===== config.mk =====
export PLATFORM = sky130hd
export DESIGN_NAME = axis_pkt_gen
export DESIGN_NICKNAME = d
export VERILOG_FILES = /design/src/rtl/axis_pkt_gen_pkg.sv /design/src/rtl/axis_pkt_gen_lfsr.sv /design/src/rtl/axis_pkt_gen.sv
export SDC_FILE = /design/constraint.sdc
export NUM_CORES = 1
export LEC_CHECK = 0
export ABC_AREA = 0
export CAP_MARGIN = 20
export CORE_ASPECT_RATIO = 0.9
export CORE_MARGIN = 2
export CORE_UTILIZATION = 51
export DETAILED_ROUTE_END_ITERATION = 10
export PLACE_DENSITY = 0.84
export SKIP_LAST_GASP = 1
export SLEW_MARGIN = 30
export SYNTH_ARGS = -nofsm -noshare
export SYNTH_HDL_FRONTEND = slang
export SYNTH_SLANG_ARGS = --single-unit

===== constraint.sdc =====
create_clock -name clk -period 2.9 [get_ports clk]
set_input_delay 0.725 -clock clk [delete_from_list [all_inputs] [get_ports clk]]
set_output_delay 0.725 -clock clk [all_outputs]
set_load 0.005 [all_outputs]

===== src/rtl/axis_pkt_gen_pkg.sv =====
// Shared types and constants for the AXI-Stream packet generator.
// Holds the data-mode and FSM state enums plus the LFSR feedback polynomial.
package axis_pkt_gen_pkg;

    typedef enum logic [1:0] {
        MODE_RAMP  = 2'd0,
        MODE_RAND  = 2'd1,
        MODE_CONST = 2'd2
    } mode_e;

    typedef enum logic [1:0] {
        S_IDLE,
        S_DATA,
        S_GAP,
        S_DONE
    } state_e;

    // Right-shifting Galois form of x^32 + x^22 + x^2 + x + 1
    localparam logic [31:0] LFSR_TAPS = 32'h8020_0003;

    function automatic logic [31:0] lfsr_next(input logic [31:0] s);
        return {1'b0, s[31:1]} ^ (s[0] ? LFSR_TAPS : 32'h0);
    endfunction

endpackage


===== src/rtl/axis_pkt_gen_lfsr.sv =====
// 32-bit Galois LFSR with synchronous reload of SEED and a per-beat advance enable.
// Load takes priority over advance so a new run always starts from SEED.
module axis_pkt_gen_lfsr
    import axis_pkt_gen_pkg::*;
#(
    parameter logic [31:0] SEED = 32'hACE1_1234
) (
    input  logic        clk,
    input  logic        reset_n,
    input  logic        load,
    input  logic        advance,
    output logic [31:0] state
);

    always_ff @(posedge clk or negedge reset_n) begin
        if (!reset_n) begin
            state <= SEED;
        end else if (load) begin
            state <= SEED;
        end else if (advance) begin
            state <= lfsr_next(state);
        end
    end

endmodule


===== src/rtl/axis_pkt_gen.sv =====
// AXI-Stream packet generator: ramp, LFSR or constant packets with programmable
// length, packet count and inter-packet gap; config is latched on start.
module axis_pkt_gen
    import axis_pkt_gen_pkg::*;
#(
    parameter int          DWIDTH = 64,
    parameter int          LEN_W  = 16,
    parameter logic [31:0] SEED   = 32'hACE1_1234
) (
    input  logic              clk,
    input  logic              reset_n,
    input  logic              start,
    input  logic              stop,
    input  logic [1:0]        mode,
    input  logic [LEN_W-1:0]  pkt_len,
    input  logic [LEN_W-1:0]  num_pkts,
    input  logic [LEN_W-1:0]  gap_cycles,
    input  logic [DWIDTH-1:0] ramp_start,
    input  logic [DWIDTH-1:0] ramp_inc,
    output logic [DWIDTH-1:0] o_tdata,
    output logic              o_tvalid,
    output logic              o_tlast,
    input  logic              o_tready,
    output logic              busy,
    output logic              done,
    output logic [LEN_W-1:0]  pkt_count
);

    localparam int REPS = (DWIDTH + 31) / 32;

    state_e             state, state_n;
    mode_e              mode_q;
    logic [LEN_W-1:0]   len_m1, num_q, gap_q, beat_cnt, gap_cnt;
    logic [DWIDTH-1:0]  const_q, inc_q, ramp_acc, rand_word;
    logic [REPS*32-1:0] rand_rep;
    logic [31:0]        lfsr_q;
    logic               stop_pend, start_ok, beat_fire, last_fire, target_hit;

    assign start_ok   = (state == S_IDLE) && start;
    assign o_tvalid   = (state == S_DATA);
    assign o_tlast    = o_tvalid && (beat_cnt == len_m1);
    assign beat_fire  = o_tvalid && o_tready;
    assign last_fire  = beat_fire && o_tlast;
    assign target_hit = (num_q != '0) && (pkt_count == num_q - 1'b1);
    assign busy       = (state == S_DATA) || (state == S_GAP);
    assign done       = (state == S_DONE);

    axis_pkt_gen_lfsr #(
        .SEED(SEED)
    ) u_lfsr (
        .clk     (clk),
        .reset_n (reset_n),
        .load    (start_ok),
        .advance (beat_fire),
        .state   (lfsr_q)
    );

    assign rand_rep  = {REPS{lfsr_q}};
    assign rand_word = rand_rep[DWIDTH-1:0];

    // Data is a function of registered state only, so it holds while stalled
    always_comb begin
        o_tdata = '0;
        if (o_tvalid) begin
            case (mode_q)
                MODE_RAND:  o_tdata = rand_word;
                MODE_CONST: o_tdata = const_q;
                default:    o_tdata = ramp_acc;
            endcase
        end
    end

    always_ff @(posedge clk or negedge reset_n) begin
        if (!reset_n) begin
            state <= S_IDLE;
        end else begin
            state <= state_n;
        end
    end

    always_comb begin
        state_n = state;
        case (state)
            S_IDLE: begin
                if (start) state_n = S_DATA;
            end
            S_DATA: begin
                if (last_fire) begin
                    if (target_hit || stop_pend || stop) state_n = S_DONE;
                    else if (gap_q != '0)                state_n = S_GAP;
                    else                                 state_n = S_DATA;
                end
            end
            S_GAP: begin
                if (stop || stop_pend)   state_n = S_DONE;
                else if (gap_cnt == '0)  state_n = S_DATA;
            end
            default: state_n = S_IDLE;
        endcase
    end

    always_ff @(posedge clk or negedge reset_n) begin
        if (!reset_n) begin
            mode_q    <= MODE_RAMP;
            len_m1    <= '0;
            num_q     <= '0;
            gap_q     <= '0;
            const_q   <= '0;
            inc_q     <= '0;
            ramp_acc  <= '0;
            beat_cnt  <= '0;
            gap_cnt   <= '0;
            pkt_count <= '0;
            stop_pend <= 1'b0;
        end else if (start_ok) begin
            case (mode)
                2'd1:    mode_q <= MODE_RAND;
                2'd2:    mode_q <= MODE_CONST;
                default: mode_q <= MODE_RAMP;
            endcase
            len_m1    <= (pkt_len == '0) ? '0 : pkt_len - 1'b1;
            num_q     <= num_pkts;
            gap_q     <= gap_cycles;
            const_q   <= ramp_start;
            inc_q     <= ramp_inc;
            ramp_acc  <= ramp_start;
            beat_cnt  <= '0;
            pkt_count <= '0;
            stop_pend <= 1'b0;
        end else begin
            if (stop && busy) stop_pend <= 1'b1;
            // Ramp index runs across packets; only start rewinds it
            if (beat_fire) begin
                ramp_acc <= ramp_acc + inc_q;
                beat_cnt <= o_tlast ? '0 : beat_cnt + 1'b1;
            end
            if (last_fire) begin
                pkt_count <= pkt_count + 1'b1;
                gap_cnt   <= gap_q - 1'b1;
            end else if ((state == S_GAP) && (gap_cnt != '0)) begin
                gap_cnt <= gap_cnt - 1'b1;
            end
        end
    end

endmodule


## Word-level counts from Yosys, hierarchy flattened

Index checks and enable logic that the tools add are counted.
W data, S select, Z words.

| word-level totals | value |
|---|---|
| bits in registers | 325 |
| input bits | 183 |
| logic and storage cells | 82 |

| operators by class | value |
|---|---|
| add/subtract/negate cells | 7 |
| eq/ne operators | 12 |
| mux-type cells | 25 |
| bitwise logic cells | 2 |
| reduce and logical (&&, ||, !) cells | 23 |

Operators with widths:

| cell | count |
|---|---|
| $mux W64 | 3 |
| $mux W16 | 8 |
| $pmux W64 S2 | 1 |
| $mux W32 | 3 |
| $add A64 B64 Y64 | 1 |
| $sub A16 B1 Y16 const B | 4 |
| $reduce_bool A16 Y1 | 3 |
| $add A16 B1 Y16 const B | 2 |
| $eq A16 B16 Y1 | 2 |
| $logic_not A16 Y1 | 2 |
| $xor A31 B32 Y32 | 1 |
| $mux W2 | 6 |
| $eq A2 B2 Y1 const B | 4 |
| $reduce_bool A2 Y1 | 4 |
| $logic_and A1 B1 Y1 | 7 |
| $eq A2 B1 Y1 const B | 3 |
| $pmux W2 S3 | 1 |
| $logic_or A1 B1 Y1 | 4 |
| $pmux W2 S2 | 1 |
| $ne A3 B1 Y1 const B | 1 |
| $reduce_and A3 Y1 | 1 |
| $logic_not A2 Y1 | 1 |
| $mux W1 | 2 |
| $ne A2 B1 Y1 const B | 1 |
| other kinds (3) | 3 |

## Logic depth before layout (Yosys ltp)

| logic depth | value |
|---|---|
| depth in word-level cells | 8 |
| gate-level depth with buffers | 14 |

## Modules after synthesis

From an unflattened synthesis, not the netlist that was laid out.

| second synthesis, totals | value |
|---|---|
| cell total of the unflattened synthesis | 2406 |
| area, all modules | 19469.9 µm² |

Modules (own cells, without submodules):

| module | times used | cells each | area an instance (µm²) | seq. area each (µm²) |
|---|---|---|---|---|
| axis_pkt_gen | 1 | 2299 | 18096.1 | 7332.0 |
| axis_pkt_gen_lfsr | 1 | 107 | 1373.8 | 817.0 |

## Worst setup path before layout

Ideal clock, no wire load.

| timing path | value |
|---|---|
| path kind | register -> register |
| from | register beat_cnt[1] |
| to | register gap_cnt[14] |
| setup time | 0.121 ns |
| arrival time | 2.998 ns |
| required time | 2.779 ns |
| slack | -0.219 ns |
| stages on the path, launching flop included | 15 |
| path buffers | 2 |
| cells stage by stage | dfrtp_1 xor2_1 nor4_1 nand4_1 nor2_1 nand3_2 buf_6 clkbuf_1 mux2i_1 ha_1 o21ai_0 nor3_1 xnor2_1 a32oi_1 o22a_1 |

| on the way | value |
|---|---|
| longest elaborated chain between the ends | 5 |
| elaborated cells between the ends (all ways) | 6 |
| classes of those cells | 1 x eq/ne; 1 x mux; 4 x reduce/logical |

RTL lines:

| element | line | RTL |
|---|---|---|
| from (decl) | axis_pkt_gen.sv:33 | `logic [LEN_W-1:0] len_m1, num_q, gap_q, beat_cnt, gap_cnt;` |
| from (signal assigned) | axis_pkt_gen.sv:135 | `beat_cnt <= o_tlast ? '0 : beat_cnt + 1'b1;` |
| $eq A16 B16 Y1 (*) | axis_pkt_gen.sv:41 | `assign o_tlast = o_tvalid && (beat_cnt == len_m1);` |
| $logic_and A1 B1 Y1 (*) | axis_pkt_gen.sv:41 |  |
| $logic_and A1 B1 Y1 (*) | axis_pkt_gen.sv:43 | `assign last_fire = beat_fire && o_tlast;` |
| $reduce_bool A2 Y1 (no line) | - |  |
| $reduce_and A2 Y1 (no line) | - |  |
| to (signal assigned) | axis_pkt_gen.sv:139 | `gap_cnt <= gap_q - 1'b1;` |
| to (signal assigned) | axis_pkt_gen.sv:141 | `gap_cnt <= gap_cnt - 1'b1;` |
| to (decl) | axis_pkt_gen.sv:33 |  |

Every way passes the cells marked *; elsewhere a longest branch is shown, timed or not.
A chain may end at the register's enable or synchronous reset.

## Final worst setup path

| timing path | value |
|---|---|
| from | register inc_q[0] |
| to | register ramp_acc[58] |

| on the way | value |
|---|---|
| longest elaborated chain between the ends | 3 |

RTL lines:

| element | line | RTL |
|---|---|---|
| from (decl) | axis_pkt_gen.sv:34 | `logic [DWIDTH-1:0] const_q, inc_q, ramp_acc, rand_word;` |
| from (signal assigned) | axis_pkt_gen.sv:125 | `inc_q <= ramp_inc;` |
| $add A64 B64 Y64 | axis_pkt_gen.sv:134 | `ramp_acc <= ramp_acc + inc_q;` |
| $mux W64 | axis_pkt_gen.sv:133 | `if (beat_fire) begin` |
| $mux W64 | axis_pkt_gen.sv:115 | `end else if (start_ok) begin` |
| to (signal assigned) | axis_pkt_gen.sv:126 | `ramp_acc <= ramp_start;` |
| to (signal assigned) | axis_pkt_gen.sv:134 |  |
| to (decl) | axis_pkt_gen.sv:34 |  |

No other way between the ends. The select of a mux whose other input is x is not followed.

==> reports/results.tsv <==
stage	metric	value	unit
setup_path	path_cells	ha_2 -> inv_2 -> fa_2 -> nor2b_2 -> o2111a_1 -> o211ai_1 -> buf_4 -> a21oi_4 -> o211ai_1 -> buf_4 -> a31oi_4 -> a31oi_4 -> o21ba_4 -> nor3_4 -> mux2i_1 -> a2bb2oi_1	
final_layout	area_growth_syn_to_layout	45.7	%
synth	netlist_instances	2464	
clock_tree	cts_tree	yes	
route	drc_errors	0	
placed_design	pre_cts_slack	-0.479	ns
clock_tree	cts_made_buffers	37	
timing	slew-limit-headroom	57.8	%
global_route	antenna_found_initial	1	
synth	netlist_area	0.0194	mm2
worst_hold_path	hold_class	in2async	
timing	skew	0.0162	ns
timing	fin_crit_sh	112	%
placed_design	port_buffers	266	
global_route	grt_pass1_vias	20300	
global_route	gr-total-overflow	0	
final_layout	design_area	0.0283	mm2
die	num_rows	67	
route	num_vias	21200	
timing	setup_violations	75	
die	core_area	0.0374	mm2
clock_tree	cts.clk_slew.worst_paths	0.06	ns
global_route	grt_pass1_wl	110000	um
clock_tree	clockBufferDepth	3	
global_route	grt_max_degree	116	
timing	max_clock_freq	307	MHz
pwr	fin_total_pwr	36.2	mW
route	totalWireLength	73700	um
placed_design	globalplace.congestion	0.993	
run_status	status	complete, but fails checks	
die	die_h	189	um
synth	synth_flop_cell	dfrtp_1	
clock_tree	htree_num_levels	2	
timing	hold_viol	0	
final_layout	fillers	2575	
timing	period_minus_slack	3.26	ns
die	fp.dieArea	0.0397	mm2
job	drv_cap	0	
route	vias_per_cell	6.00	
placed_design	place_area	0.0247	mm2
synth	yosysSeqAreaShare	42.0	%
final_layout	drive_gt1_share	24.3	%
setup_path	slowest_delay	0.36	ns
synth	synthArstFlopShare	100	%
setup_path	crit_fanout	3	
final_layout	fin_nets	3271	
die	io_pins	267	
timing	timing.final.ws_setup	-0.361	ns
synth	yosys_register_bits	325	
pwr	p_per_area	1280	mW/mm2
pwr	vdd_drop_max	706	uV
setup_path	slowest_stage	dfrtp_1	
die	initial_core_util	52.0	%
die	die_x	210	um
clock_tree	insertion_delay	0.55	ns
route	postRouteAntennaNets	0	
timing	grt_setup_unrepaired	yes	
synth	synth_edf_count	0	
route	drt_pre_antenna_iters	8	
synth	syn_avg_cell_area	7.88	um2
run_status	violations	negative setup slack	
timing	worst_slew_pin_slew	0.634	ns
setup_path	end_kind	register	
setup_path	cp-start-kind	register	
timing	maxSlewViolCount	0	
clock_tree	hold_buffers	0	
final_layout	final_cell_mix	nand2_1 (737), buf_4 (315), dfrtp_1 (311)	
setup_path	crit_required	3.36	ns
timing	tns	-7.38	ns
final_layout	fin_util	75.7	%
synth	synth_nets	2722	
global_route	grt_usage	34.8	%
synth	yosysWarningCount	0	
placed_design	hpwl	48900	um
pwr	p_leak	13.2	nW
final_layout	mostFrequentLayoutCell	nand2_1	
setup_path	crit_arrival	3.72	ns
setup_path	critical_path_class	reg2reg	
synth	yosysUniqueCellTypes	75	
clock_tree	cts_root_buffer	clkbuf_16	
route	drt-initial-drc-count	2325	
route	wire_per_inst	20.9	um
clock_tree	numClockSinks	325	
registers in the layout, summed over array words and instances (netlist names), 32 cells and up:
signal,cells
ramp_acc,64
const_q,64
u_lfsr.state,32
inc_q,64
per-stage QoR:
| step | hold slack, ns | std cells |
|---|---|---|
| 6_report | 0.0132 | 3527 |
| 3_3_place_gp | 0.458 | 3368 |
| 5_1_grt | 0.0224 | 3525 |
| 4_1_cts | 0.00597 | 3484 |
| 3_5_place_dp | 0.463 | 3368 |
| 2_1_floorplan | 0.429 | 2464 |
worst max-delay path, delay by kind of cell (launching register included):
family	cells	cell delay (ns)
AO/OA/AOI/OAI	8	1.35
AND/OR/NAND/NOR	2	0.27
adder cells (fa/ha/maj)	2	0.56
flip-flops	1	0.36
multiplexers	1	0.23
buffers and inverters	3	0.39
path summary, 6_finish.rpt:
kind                             from            to  slack, ns  depth (start not counted)
max                          inc_q[0]  ramp_acc[58]      -0.36                         16
min                           reset_n  ramp_acc[33]       0.01                          1
max reg2reg                  inc_q[0]  ramp_acc[58]      -0.36                         16
min reg2reg                const_q[5]    const_q[5]       0.48                          2
max in group asynchronous     reset_n      num_q[1]       2.13                          2
min in group clk           const_q[5]    const_q[5]       0.48                          2
final cells by class:
cell class                      count  area [um2]  area share [%]
Tap cell                          483         604            2.13
Inverter                           37         151           0.535
Timing Repair Buffer              651        6030            21.3
Antenna cell                        2        5.00          0.0177
Clock inverter                     13         176           0.623
Sequential cell                   325        8150            28.8
Clock buffer                       55        1110            3.91
Multi-Input combinational cell   1961       12100            42.7
report_power, final:
| group | internal, mW | switching (mW) | total (mW) | leakage, nW |
|---|---|---|---|---|
| clock | 3.01 | 2.00 | 5.01 | 0.623 |
| sequential | 6.53 | 1.83 | 8.37 | 4.07 |
| combinational | 10.3 | 12.5 | 22.8 | 8.46 |
| total | 19.9 | 16.3 | 36.2 | 13.2 |
Yosys cell counts (all sizes together) (16+ instances only):
library cell  count  area share (%)
mux2i            17            0.88
xnor2            73             3.3
a31oi            16            0.52
nand3            47             1.2
o21ai           210             5.4
nor3             38            0.98
inv              36            0.70
nand2           744              14
a21o             30             1.2
nand4            32             1.0
buf              19            0.50
clkbuf          121             2.4
dfrtp           312              40
nor2            144             2.8
or3              16            0.55
xor2             59             2.7
ha               74             4.8
a21oi           269             6.9
cell families (layout without fill, tap and decap cells):
family	count (synthesis)	count (layout)	share of synthesized area (%)
simple gates	1104	1104	24.0
flops	325	325	42.0
fa+ha+maj	75	75	4.87
buf+inv	178	756	3.70
mux	20	20	1.05
compound gates	630	630	18.5
other cells	0	2	0
xor+xnor	132	132	5.95
routing by layer:
layer | part of all wire [%] | routed length [um] | vias up | global-route usage, %
met1 | 40 | 29600 | 10200 | 46.6
met4 | 5.4 | 3990 | 0 | 17.3
met3 | 9.1 | 6700 | 259 | 6.02
met5 | 0 | 0 | - | 0
li1 | - | - | 9541 | -
met2 | 45 | 33400 | 1200 | 54.7
timing repair:
item	CTS	global route
endpoints found under the setup margin	110	132
gates cloned	6	3
gates resized for setup	281	288
pin swaps	61	88
buffers inserted	43	46
No activity file was read; power rests on OpenSTA's default activity.
